`src/rtl/pipe_hazard_pkg.sv`:
```
// Shared types and default sizing for the pipeline hazard controller.
// Optional perf counters are enabled by defining HAZ_PERF_EN.
package pipe_hazard_pkg;

  typedef enum logic {
    HZ_RUN     = 1'b0,
    HZ_MD_WAIT = 1'b1
  } hz_state_t;

  localparam int HZ_REG_W      = 5;
  localparam int HZ_MD_TIMEOUT = 64;

endpackage

```
`src/rtl/pipe_hazard_ctrl_if.sv`:
```
// Pipeline-side bundle of the hazard controller: hazard inputs in, stall/flush enables out.
// stall_cnt/flush_cnt exist only when HAZ_PERF_EN is defined.
interface pipe_hazard_ctrl_if #(
  parameter int REG_W = 5
`ifdef HAZ_PERF_EN
  , parameter int CNT_W = 32
`endif
);

  logic [REG_W-1:0] id_rs;
  logic [REG_W-1:0] id_rt;
  logic             id_uses_rt;
  logic             ex_mem_read;
  logic [REG_W-1:0] ex_rt;
  logic             ex_is_muldiv;
  logic             md_done;
  logic             branch_taken;

  logic             pc_write;
  logic             ifid_write;
  logic             ifid_flush;
  logic             idex_write;
  logic             idex_bubble;
  logic             md_start;
  logic             md_err;
`ifdef HAZ_PERF_EN
  logic [CNT_W-1:0] stall_cnt;
  logic [CNT_W-1:0] flush_cnt;
`endif

  // Pipeline datapath / mul-div unit side.
  modport master (
    output id_rs, id_rt, id_uses_rt, ex_mem_read, ex_rt, ex_is_muldiv, md_done, branch_taken,
    input  pc_write, ifid_write, ifid_flush, idex_write, idex_bubble, md_start, md_err
`ifdef HAZ_PERF_EN
    , input stall_cnt, flush_cnt
`endif
  );

  // Hazard controller side.
  modport slave (
    input  id_rs, id_rt, id_uses_rt, ex_mem_read, ex_rt, ex_is_muldiv, md_done, branch_taken,
    output pc_write, ifid_write, ifid_flush, idex_write, idex_bubble, md_start, md_err
`ifdef HAZ_PERF_EN
    , output stall_cnt, flush_cnt
`endif
  );

endinterface

```
`src/rtl/pipe_hazard_ctrl_md_watchdog.sv`:
```
// Mul/div watchdog: clearable up-counter, expire_o high while count == MD_TIMEOUT-1.
// Combinational expire flag; clear has priority over enable.
module md_watchdog #(
  parameter int MD_TIMEOUT = 64
) (
  input  logic clock,
  input  logic reset_n,
  input  logic clear_i,
  input  logic enable_i,
  output logic expire_o
);

  localparam int CW = (MD_TIMEOUT > 2) ? $clog2(MD_TIMEOUT) : 1;
  localparam logic [CW-1:0] LAST = CW'(MD_TIMEOUT - 1);

  logic [CW-1:0] cnt_q;
  logic [CW-1:0] cnt_d;

  always_comb begin
    cnt_d = cnt_q;
    if (clear_i) begin
      cnt_d = '0;
    end else if (enable_i) begin
      cnt_d = cnt_q + CW'(1);
    end
  end

  always_ff @(posedge clock or negedge reset_n) begin
    if (!reset_n) begin
      cnt_q <= '0;
    end else begin
      cnt_q <= cnt_d;
    end
  end

  assign expire_o = (cnt_q == LAST);

endmodule

```
`src/rtl/pipe_hazard_ctrl.sv`:
```
// Stall/flush controller for PC, IF/ID and ID/EX; Mealy outputs (0-cycle), mul/div wait FSM.
// Optional stall/flush perf counters under HAZ_PERF_EN.
module pipe_hazard_ctrl
  import pipe_hazard_pkg::*;
#(
  parameter int REG_W      = HZ_REG_W,
  parameter int MD_TIMEOUT = HZ_MD_TIMEOUT
`ifdef HAZ_PERF_EN
  , parameter int CNT_W    = 32
`endif
) (
  input  logic               clock,
  input  logic               reset_n,
  pipe_hazard_ctrl_if.slave  hz
);

  hz_state_t state_q, state_d;
  logic      md_err_q, md_err_d;
  logic      pc_w, ifid_w, idex_w, flush, bubble, start;
  logic      wd_clear, wd_en, wd_expire;
  logic      load_use;

  assign load_use = hz.ex_mem_read && (hz.ex_rt != {REG_W{1'b0}}) &&
                    ((hz.ex_rt == hz.id_rs) || (hz.id_uses_rt && (hz.ex_rt == hz.id_rt)));

  always_comb begin
    state_d  = state_q;
    md_err_d = md_err_q;
    pc_w     = 1'b1;
    ifid_w   = 1'b1;
    idex_w   = 1'b1;
    flush    = 1'b0;
    bubble   = 1'b0;
    start    = 1'b0;
    wd_clear = 1'b0;
    wd_en    = 1'b0;
    case (state_q)
      HZ_RUN: begin
        if (hz.branch_taken) begin
          flush  = 1'b1;
          bubble = 1'b1;
        end else if (hz.ex_is_muldiv) begin
          start    = 1'b1;
          pc_w     = 1'b0;
          ifid_w   = 1'b0;
          idex_w   = 1'b0;
          wd_clear = 1'b1;
          state_d  = HZ_MD_WAIT;
        end else if (load_use) begin
          pc_w   = 1'b0;
          ifid_w = 1'b0;
          bubble = 1'b1;
        end
      end
      HZ_MD_WAIT: begin
        pc_w   = 1'b0;
        ifid_w = 1'b0;
        idex_w = 1'b0;
        wd_en  = 1'b1;
        // Release on the done cycle so the result's instruction leaves EX at this edge.
        if (hz.md_done || wd_expire) begin
          pc_w    = 1'b1;
          ifid_w  = 1'b1;
          idex_w  = 1'b1;
          state_d = HZ_RUN;
          if (!hz.md_done) begin
            md_err_d = 1'b1;
          end
        end
      end
      default: state_d = HZ_RUN;
    endcase
    // Outputs must read as free-running while reset is held, regardless of inputs.
    if (!reset_n) begin
      pc_w   = 1'b1;
      ifid_w = 1'b1;
      idex_w = 1'b1;
      flush  = 1'b0;
      bubble = 1'b0;
      start  = 1'b0;
    end
  end

  always_ff @(posedge clock or negedge reset_n) begin
    if (!reset_n) begin
      state_q  <= HZ_RUN;
      md_err_q <= 1'b0;
    end else begin
      state_q  <= state_d;
      md_err_q <= md_err_d;
    end
  end

  md_watchdog #(
    .MD_TIMEOUT (MD_TIMEOUT)
  ) u_md_watchdog (
    .clock    (clock),
    .reset_n  (reset_n),
    .clear_i  (wd_clear),
    .enable_i (wd_en),
    .expire_o (wd_expire)
  );

  assign hz.pc_write    = pc_w;
  assign hz.ifid_write  = ifid_w;
  assign hz.idex_write  = idex_w;
  assign hz.ifid_flush  = flush;
  assign hz.idex_bubble = bubble;
  assign hz.md_start    = start;
  assign hz.md_err      = md_err_q;

`ifdef HAZ_PERF_EN
  logic [CNT_W-1:0] stall_cnt_q;
  logic [CNT_W-1:0] flush_cnt_q;

  always_ff @(posedge clock or negedge reset_n) begin
    if (!reset_n) begin
      stall_cnt_q <= '0;
      flush_cnt_q <= '0;
    end else begin
      if (!pc_w && (stall_cnt_q != {CNT_W{1'b1}})) begin
        stall_cnt_q <= stall_cnt_q + CNT_W'(1);
      end
      if (flush && (flush_cnt_q != {CNT_W{1'b1}})) begin
        flush_cnt_q <= flush_cnt_q + CNT_W'(1);
      end
    end
  end

  assign hz.stall_cnt = stall_cnt_q;
  assign hz.flush_cnt = flush_cnt_q;
`endif

endmodule

```
`src/flat_wrapper.sv`:
```
// flat-port wrapper written by rule: the top's interface ports become plain ports
module pipe_hazard_ctrl_flat import pipe_hazard_pkg::*;
#(
  parameter int REG_W      = HZ_REG_W,
  parameter int MD_TIMEOUT = HZ_MD_TIMEOUT

)
  (clock, reset_n, hz_id_rs, hz_id_rt, hz_id_uses_rt, hz_ex_mem_read, hz_ex_rt, hz_ex_is_muldiv, hz_md_done, hz_branch_taken, hz_pc_write, hz_ifid_write, hz_ifid_flush, hz_idex_write, hz_idex_bubble, hz_md_start, hz_md_err);
  pipe_hazard_ctrl_if #(.REG_W(REG_W)) hz_i ();
  input  logic clock;
  input  logic reset_n;
  input wire logic [$bits(hz_i.id_rs)-1:0] hz_id_rs;
  input wire logic [$bits(hz_i.id_rt)-1:0] hz_id_rt;
  input wire logic [$bits(hz_i.id_uses_rt)-1:0] hz_id_uses_rt;
  input wire logic [$bits(hz_i.ex_mem_read)-1:0] hz_ex_mem_read;
  input wire logic [$bits(hz_i.ex_rt)-1:0] hz_ex_rt;
  input wire logic [$bits(hz_i.ex_is_muldiv)-1:0] hz_ex_is_muldiv;
  input wire logic [$bits(hz_i.md_done)-1:0] hz_md_done;
  input wire logic [$bits(hz_i.branch_taken)-1:0] hz_branch_taken;
  output wire logic [$bits(hz_i.pc_write)-1:0] hz_pc_write;
  output wire logic [$bits(hz_i.ifid_write)-1:0] hz_ifid_write;
  output wire logic [$bits(hz_i.ifid_flush)-1:0] hz_ifid_flush;
  output wire logic [$bits(hz_i.idex_write)-1:0] hz_idex_write;
  output wire logic [$bits(hz_i.idex_bubble)-1:0] hz_idex_bubble;
  output wire logic [$bits(hz_i.md_start)-1:0] hz_md_start;
  output wire logic [$bits(hz_i.md_err)-1:0] hz_md_err;
  assign hz_i.id_rs = hz_id_rs;
  assign hz_i.id_rt = hz_id_rt;
  assign hz_i.id_uses_rt = hz_id_uses_rt;
  assign hz_i.ex_mem_read = hz_ex_mem_read;
  assign hz_i.ex_rt = hz_ex_rt;
  assign hz_i.ex_is_muldiv = hz_ex_is_muldiv;
  assign hz_i.md_done = hz_md_done;
  assign hz_i.branch_taken = hz_branch_taken;
  assign hz_pc_write = hz_i.pc_write;
  assign hz_ifid_write = hz_i.ifid_write;
  assign hz_ifid_flush = hz_i.ifid_flush;
  assign hz_idex_write = hz_i.idex_write;
  assign hz_idex_bubble = hz_i.idex_bubble;
  assign hz_md_start = hz_i.md_start;
  assign hz_md_err = hz_i.md_err;
  pipe_hazard_ctrl #(.REG_W(REG_W), .MD_TIMEOUT(MD_TIMEOUT)) u_core (.clock(clock), .reset_n(reset_n), .hz(hz_i));
endmodule
```
`config.mk`:
```
export PLATFORM = sky130hd
export DESIGN_NAME = pipe_hazard_ctrl_flat
export DESIGN_NICKNAME = d
export VERILOG_FILES = /design/src/rtl/pipe_hazard_pkg.sv /design/src/rtl/pipe_hazard_ctrl_if.sv /design/src/rtl/pipe_hazard_ctrl_md_watchdog.sv /design/src/rtl/pipe_hazard_ctrl.sv /design/src/flat_wrapper.sv
export SDC_FILE = /design/constraint.sdc
export NUM_CORES = 1
export LEC_CHECK = 0
export BUFFER_PORTS_ARGS = -buffer_cell sky130_fd_sc_hd__buf_2
export CAP_MARGIN = 20
export CORE_UTILIZATION = 38
export DETAILED_ROUTE_END_ITERATION = 8
export PLACE_DENSITY = 0.77
export SYNTH_ARGS = -nofsm -noshare
export SYNTH_HDL_FRONTEND = slang
export SYNTH_SLANG_ARGS = --single-unit
```
`constraint.sdc`:
```
create_clock -name clock -period 1.5 [get_ports clock]
set_clock_uncertainty 0.1 [all_clocks]
set_input_delay 0.15 -clock clock [delete_from_list [all_inputs] [get_ports clock]]
set_output_delay 0.15 -clock clock [all_outputs]
set_load 0.01 [all_outputs]
```
==> key figures, run 1 <==
Cells and area
  • Commonest non-fill, non-tap cell in the layout: buf_2
  • Commonest non-fill, non-tap cells in the layout: buf_2, buf_4, xor2_1
  • Register area: approximately 200 um^2
  • Synth-to-Final Area Change: 69.8%
  • Share of cells above drive strength 1: roughly half
  • Finished Core Util: a little under three quarters
  • Fill cell count: approximately 100
  • NumNets Final: about 130
  • Multi-input gate area: 428 um^2
  • N_diodes: 0

Route
  • 1st-iter DRT viols: 6
  • Total number of vias: between 600 and 700
  • Vias/cell: about 5
  • Routed len/inst: around 14 um
  • Post-route DRC: 0
  • Final WL: 1720 um
  • DRT Pass-1 Iters: 3
  • Post-route ant nets: 0

Worst setup path
  • Max incr delay on CP: 530 ps
  • Crit path arrival time: 1470 ps
  • WP data required: approximately 1300 ps
  • Top fanout value on the critical path: 3
  • Highest-delay cell along the critical path: or4_1
  • Critical-path cell list: buf_2 > or4_1 > o21ai_1 > or3_4 > a2bb2oi_4 > buf_6
  • Critical Path Source Type: primary input
  • Critical path type: primary input to output port
  • Setup crit end kind: output port

Synthesis
  • Synthesized area: between 500 and 600 um^2
  • Yosys reg bits: 8
  • Syn nets: between 80 and 90
  • Cell count after synthesis: 64
  • Prevailing post-synth register cell: dfrtp_1
  • Post-synth ARST share: 100%
  • EDFF count, synth: 0
  • Mean Syn Cell Area: 8.74 um^2
  • Sequential area share after synthesis: a little over a third
  • Synth unique cells: 27
  • Yosys warning count: 0

STA
  • Crit path time final: 1720 ps
  • Worst relative slew slack: roughly 75%
  • Fmax: 583 MHz
  • Final hold violations: 0
  • Worst-Margin Slew: between 300 and 400 ps
  • TNS Setup: -831 ps
  • Final Slew Violations: 0
  • Unrepaired setup endpoints after global routing: true
  • Tcrit/Tclk final: 114%
  • Final WS setup: -217 ps
  • Number of setup violations in the final report: 5

Pwr
  • Internal power component: between 400 and 500 uW
  • P_leak: between 0.0004 and 0.0005 uW
  • Clock network power share: 23.6%
  • Logic pwr share: 36.9%
  • Switching Fraction: between 30 and 40%
  • Pwr dens: ~760 nW/um^2
  • Seq pwr share: 39.5%
  • Switching Power: between 200 and 250 uW
  • Worst vdd ir: about 0.00047 V

Die
  • Die area: roughly 1600 um^2
  • Rows: 13
  • Top Ports: 29
  • Vert. Die Dim: a little over 40 um
  • Chip width: about 40 um
  • Core ar.: between 1000 and 1500 um^2
  • Starting Density: a little over two fifths

Global routing
  • Global-route wire length before repair: about 2200 um
  • GRT Util Overall: 22.3%
  • Initial antenna violation count: 0
  • Pin count of the biggest net entering global routing: 12
  • Vias in the first global route: roughly 560
  • Grt total ovfl: 0

Place
  • Hpwl dp: about 1200 um
  • I/O Buffers: 28
  • RePlAce Congestion: between 0.7 and 0.8

Run status
  • Failing checks: negative setup slack
  • Status: complete, but fails checks

Flow run
  • Max-Cap Viols: 0

Clocking
  • Total clock sinks: 8
  • CTS tree: done
  • CTS root buffer: clkbuf_4
  • Max Root-Sink Buffers: 2
  • Clock latency on the worst-skew pair: 270 ps
  • CTS Buf Count: 3
  • Reg clk slew, reported paths: around 60 ps
  • Htree depth: 1

Hold path
  • Hold Path Class: primary input to flip-flop
-- critical path, delay by kind of cell --
family,cells,cell delay (ps)
AOI/OAI and AO/OA,2,380
buffers and inverters,2,240
and+or+nand+nor,2,710
-- layout make-up --
type	instances	share of cell area, %
clock buffers	3	2.37
multi-input cells	52	45.1
flip-flops and latches	8	21.1
well taps	15	1.98
inverters	2	0.791
repair buffers	41	28.7
-- layer usage --
metal	up-vias	share of wire, %	track usage (%)
li1	312	-	-
met1	285	36	19.7
met2	19	55	40.9
met3	7	5.6	9.44
met4	0	3.2	13.3
met5	-	0	0
-- Yosys cell counts, drive strengths merged, types with 2 or more instances --
library cell,instances,share of area (%)
xor2,9,14
dfrtp,8,36
nand2,8,5.4
o21ai,7,6.3
nor2,4,2.7
nand2b,3,3.4
inv,2,1.3
nand3,2,1.8
o31ai,2,2.7
or3,2,2.7
xnor2,2,3.1
-- power by group through the flow --
stage	clock, uW	combinational (uW)	sequential [uW]
final	170	265	284
after global routing	186	289	288
after detailed placement	0	209	271
after floorplan	0	111	269
after global placement	0	201	270
after CTS	175	227	270
-- registers in the layout, indices dropped and copies added (netlist names) --
signal and cells:
u_core.u_md_watchdog.cnt_q 6, u_core.hz.md_err 1, u_core.state_q 1
-- stage by stage --
step	worst slack (ps)	cell area [um^2]	instances	total power [uW]	hold WS, ps
2_1_floorplan	18.6	586	64	380	-246
3_3_place_gp	-105	808	115	471	25.2
3_5_place_dp	-141	808	115	480	32.6
4_1_cts	-211	875	120	672	137
5_1_grt	-252	950	121	763	152
6_report	-217	950	121	719	141
-- what timing repair did --
item	in CTS	in global routing
gates resized for setup	7	12
pin swaps	5	3
hold buffers	1	0
endpoints found under the setup margin	4	6
endpoints found under the hold margin	8	0
setup buffers	1	2
-- cell families (layout without fill, tap and decap cells) --
logic type / Yosys count / in the layout / synth area share (%)
AND/OR/NAND/NOR: 25 / 25 / 22.6
AO/OA/AOI/OAI: 14 / 14 / 16.8
XOR/XNOR: 11 / 11 / 17.2
flip-flops: 8 / 8 / 35.8
buffers and inverters: 4 / 46 / 3.36
adder cells (fa/ha/maj): 1 / 1 / 2.24
multiplexers: 1 / 1 / 2.01
-- final timing paths --
path                       depth (start not counted)                           from  slack [ps]                            end
min                                                3                     hz_md_done         140               u_core.hz.md_err
max in group asynchronous                          3                        reset_n         630  u_core.u_md_watchdog.cnt_q[0]
min in group asynchronous                          3                        reset_n         400  u_core.u_md_watchdog.cnt_q[2]
max                                                6                    hz_ex_rt[0]        -220                    hz_pc_write
min reg2reg                                        2               u_core.hz.md_err         380               u_core.hz.md_err
max reg2reg                                        6  u_core.u_md_watchdog.cnt_q[1]         190  u_core.u_md_watchdog.cnt_q[4]
No activity file was read; power rests on OpenSTA's default activity.
==> inputs of run 2 (changes only) <==
--- a/config.mk
+++ b/config.mk
@@ -7,9 +7,10 @@
 export LEC_CHECK = 0
 export BUFFER_PORTS_ARGS = -buffer_cell sky130_fd_sc_hd__buf_2
 export CAP_MARGIN = 20
-export CORE_UTILIZATION = 38
+export CORE_AREA = 2 2 39 41
 export DETAILED_ROUTE_END_ITERATION = 8
-export PLACE_DENSITY = 0.77
+export DIE_AREA = 0 0 41 43
+export PLACE_DENSITY = 0.8
 export SYNTH_ARGS = -nofsm -noshare
 export SYNTH_HDL_FRONTEND = slang
 export SYNTH_SLANG_ARGS = --single-unit
==> constraint.sdc (replaced) <==
create_clock -name clock -period 2 [get_ports clock]
set_clock_uncertainty 0.1 [all_clocks]
set_input_delay 0.2 -clock clock [delete_from_list [all_inputs] [get_ports clock]]
set_output_delay 0.2 -clock clock [all_outputs]
set_load 0.01 [all_outputs]
==> run 2 against run 1 <==
Against the previous run:
- the flow now finishes without violations
- setup slack improved by 330 ps
- register-to-register slack improved by 510 ps
- flip-flop and latch count stayed put
- clock-buffer cell count stayed put
- global-route usage shrank 7.1 points
- cell area is 21% lower
- total power shrank 36%
- die area up 8.2%
- largest cell class unchanged
==> key figures, run 2 (synthesis gave the netlist of run 1 again) <==
Cells and area
  • Max reg flops: 6 (unchanged)
  • Fill cell count: 133 (+28%)
  • Finished Cell Area: 752 um^2 (-21%)
  • N_diodes: 0 (unchanged)
  • NumNets Final: 120 (-8.4%)
  • Largest Register: u_core.u_md_watchdog.cnt_q
  • Commonest non-fill, non-tap cell in the layout: buf_2
  • Share of cells above drive strength 1: 40.0% (-12 points)
  • Non-Filler Instances: 111 (-8.3%)
  • Register area: 200 um^2 (unchanged)
  • Commonest non-fill, non-tap cells in the layout: buf_2, xor2_1, nand2_1, dfrtp_1, o21ai_0
  • Synth-to-Final Area Change: 34.5%
  • Multi-input gate area: 344 um^2 (-20%)

Worst setup path
  • Setup crit end kind: output port
  • Setup crit start: u_core.u_md_watchdog.cnt_q[0]
  • Top fanout value on the critical path: 3 (unchanged)
  • Crit path arrival time: 1590 ps (+120 ps)
  • WP data required: 1700 ps (+450 ps)
  • Worst R2R Start: u_core.u_md_watchdog.cnt_q[0]
  • Critical Path Source Type: flip-flop
  • Highest-delay cell along the critical path: dfrtp_1
  • Critical path type: flip-flop to output port
  • Critical-path cell list: ha_1 > nand3_1 > nor2_1 > o21ai_2 > a2bb2oi_2 > buf_2
  • Max incr delay on CP: 370 ps (-160 ps)

Clocking
  • CTS tree: done
  • CTS Buf Count: 3 (unchanged)
  • Total clock sinks: 8 (unchanged)
  • Setup Buffers After CTS: 0 (-1)
  • Clock latency on the worst-skew pair: 250 ps (-20 ps)
  • Htree depth: 1 (unchanged)
  • Max Root-Sink Buffers: 2 (unchanged)
  • CTS root buffer: clkbuf_4
  • Reg clk slew, reported paths: 50 ps (about the same)

Route
  • DRT Pass-1 Iters: 4 (+1)
  • Vias/cell: 5.03 (-2.4%)
  • Post-route DRC: 0 (unchanged)
  • Total number of vias: 558 (-10%)
  • Routed len/inst: 11.9 um (-16%)
  • Post-route ant nets: 0 (unchanged)
  • Final WL: 1320 um (-23%)
  • 1st-iter DRT viols: 10 (+4)

Place
  • Placed cell area: 716 um^2 (-11%)
  • RePlAce Congestion: 0.783 (+4.3%)
  • Hpwl dp: 999 um (-15%)
  • Placed Cells: 107 (-7.0%)
  • I/O Buffers: 28 (unchanged)

STA
  • Unrepaired setup endpoints after global routing: false
  • Crit path time final: 1890 ps
  • Worst relative slew slack: 75.8% (+0.92 points)
  • Worst-Margin Slew: 362 ps (-15.0 ps)
  • Final Slew Violations: 0 (unchanged)
  • Fmax: around 530 MHz
  • Number of setup violations in the final report: 0 (-5)
  • TNS Setup: 0 ps (+831 ps)
  • Hold WS: 180 ps (+39.6 ps)
  • Final hold violations: 0 (unchanged)
  • Tcrit/Tclk final: a little over nine tenths

Die
  • Die area: 1760 um^2 (+8.2%)
  • Vert. Die Dim: 43 um (+6.5%)
  • Rows: 14 (+1)
  • Starting Density: 40.4% (-1.5 points)
  • Core ar.: 1380 um^2 (+3.8%)
  • Top Ports: 29 (unchanged)
  • Chip width: 41 um (+1.6%)

Global routing
  • GRT Util Overall: 15.2% (-7.1 points)
  • Global-route wire length before repair: 1800 um (-19%)
  • Initial antenna violation count: 0 (unchanged)
  • Vias in the first global route: 462 (-17%)
  • Grt total ovfl: 0 (unchanged)
  • Pin count of the biggest net entering global routing: 12 (unchanged)

Flow run
  • Max-Cap Viols: 0 (unchanged)

Pwr
  • Seq pwr share: 44.4% (+4.9 points)
  • Worst vdd ir: 0.000317 V (-32%)
  • Logic pwr share: 28.7% (-8.2 points)
  • Switching Power: 140 uW (-41%)
  • P_leak: 0.000356 uW (-17%)
  • Clock network power share: 27.0% (+3.4 points)
  • Internal power component: 317 uW (-35%)
  • Pwr dens: 607 nW/um^2 (-20%)
  • Switching Fraction: 30.6% (-2.1 points)

Hold path
  • Worst min-delay path startpoint: hz_md_done
  • Hold Path Class: primary input to flip-flop

Run status
  • Status: finished, final reports clean
[run 2: cell types whose count changed in the layout (fill, tap and decap cells not counted), moves of 2 or more]
| cell | delta |
|---|---|
| buf_2 | +4 |
| buf_4 | -9 |
| buf_6 | -6 |
| nor2_1 | +3 |
| nor2_4 | -3 |
| or3_2 | +2 |
| or3_4 | -2 |
[run 2: power by group through the flow]
| stage | sequential (uW) | combinational (uW) | clock [uW] |
|---|---|---|---|
| after floorplan | 201 | 75.7 | 0 |
| after global placement | 204 | 122 | 0 |
| after detailed placement | 206 | 127 | 0 |
| after CTS | 203 | 130 | 129 |
| after global routing | 207 | 149 | 136 |
| final | 203 | 131 | 123 |
[run 2: worst max-delay path, delay by kind of cell (launching register included)]
| kind | cells | cell delay [ps] |
|---|---|---|
| flip-flops | 1 | 370 |
| AND/OR/NAND/NOR | 2 | 340 |
| AO/OA/AOI/OAI | 2 | 270 |
| adder cells (fa/ha/maj) | 1 | 210 |
| buffers and inverters | 1 | 150 |
[run 2: timing repair]
action / in CTS / in global routing
resized for setup: 0 / 1
hold buffers: 1 / 0
hold endpoints to repair: 8 / 0
setup endpoints to repair: 0 / 3
[run 2: per-layer routing]
metal / part of all wire (%) / global-route usage, % / up-vias
met5: 0 / 0 / -
met4: 1.2 / 8.00 / 0
met3: 7.8 / 1.57 / 2
met2: 48 / 23.1 / 23
met1: 43 / 20.1 / 249
li1: - / - / 284
[run 2: area by class of cell]
type | instances | area share, %
Tap cell | 16 | 2.66
Inverter | 2 | 0.998
Sequential cell | 8 | 26.6
Timing Repair Buffer | 30 | 21.0
Clock buffer | 3 | 3.00
Multi-Input combinational cell | 52 | 45.8
[run 2: through the flow]
step | utilization [%] | worst slack [ps] | power, uW
floorplan | - | 405 | 277
global placement | 51.7 | 270 | 326
detailed placement | 51.7 | 231 | 333
CTS | 54.1 | 80.0 | 462
global route | 54.3 | 1.32 | 492
finish | 54.3 | 113 | 457
[run 2: path summary, 6_finish.rpt]
check / to / slack [ps] / cells after the start
worst max-delay path: hz_ifid_write / 110 / 6
worst min-delay path: u_core.hz.md_err / 180 / 3
worst max register to register: u_core.state_q / 700 / 4
worst min register to register: u_core.hz.md_err / 390 / 2
max in group asynchronous: u_core.u_md_watchdog.cnt_q[1] / 1200 / 2
min in group asynchronous: u_core.u_md_watchdog.cnt_q[0] / 340 / 2
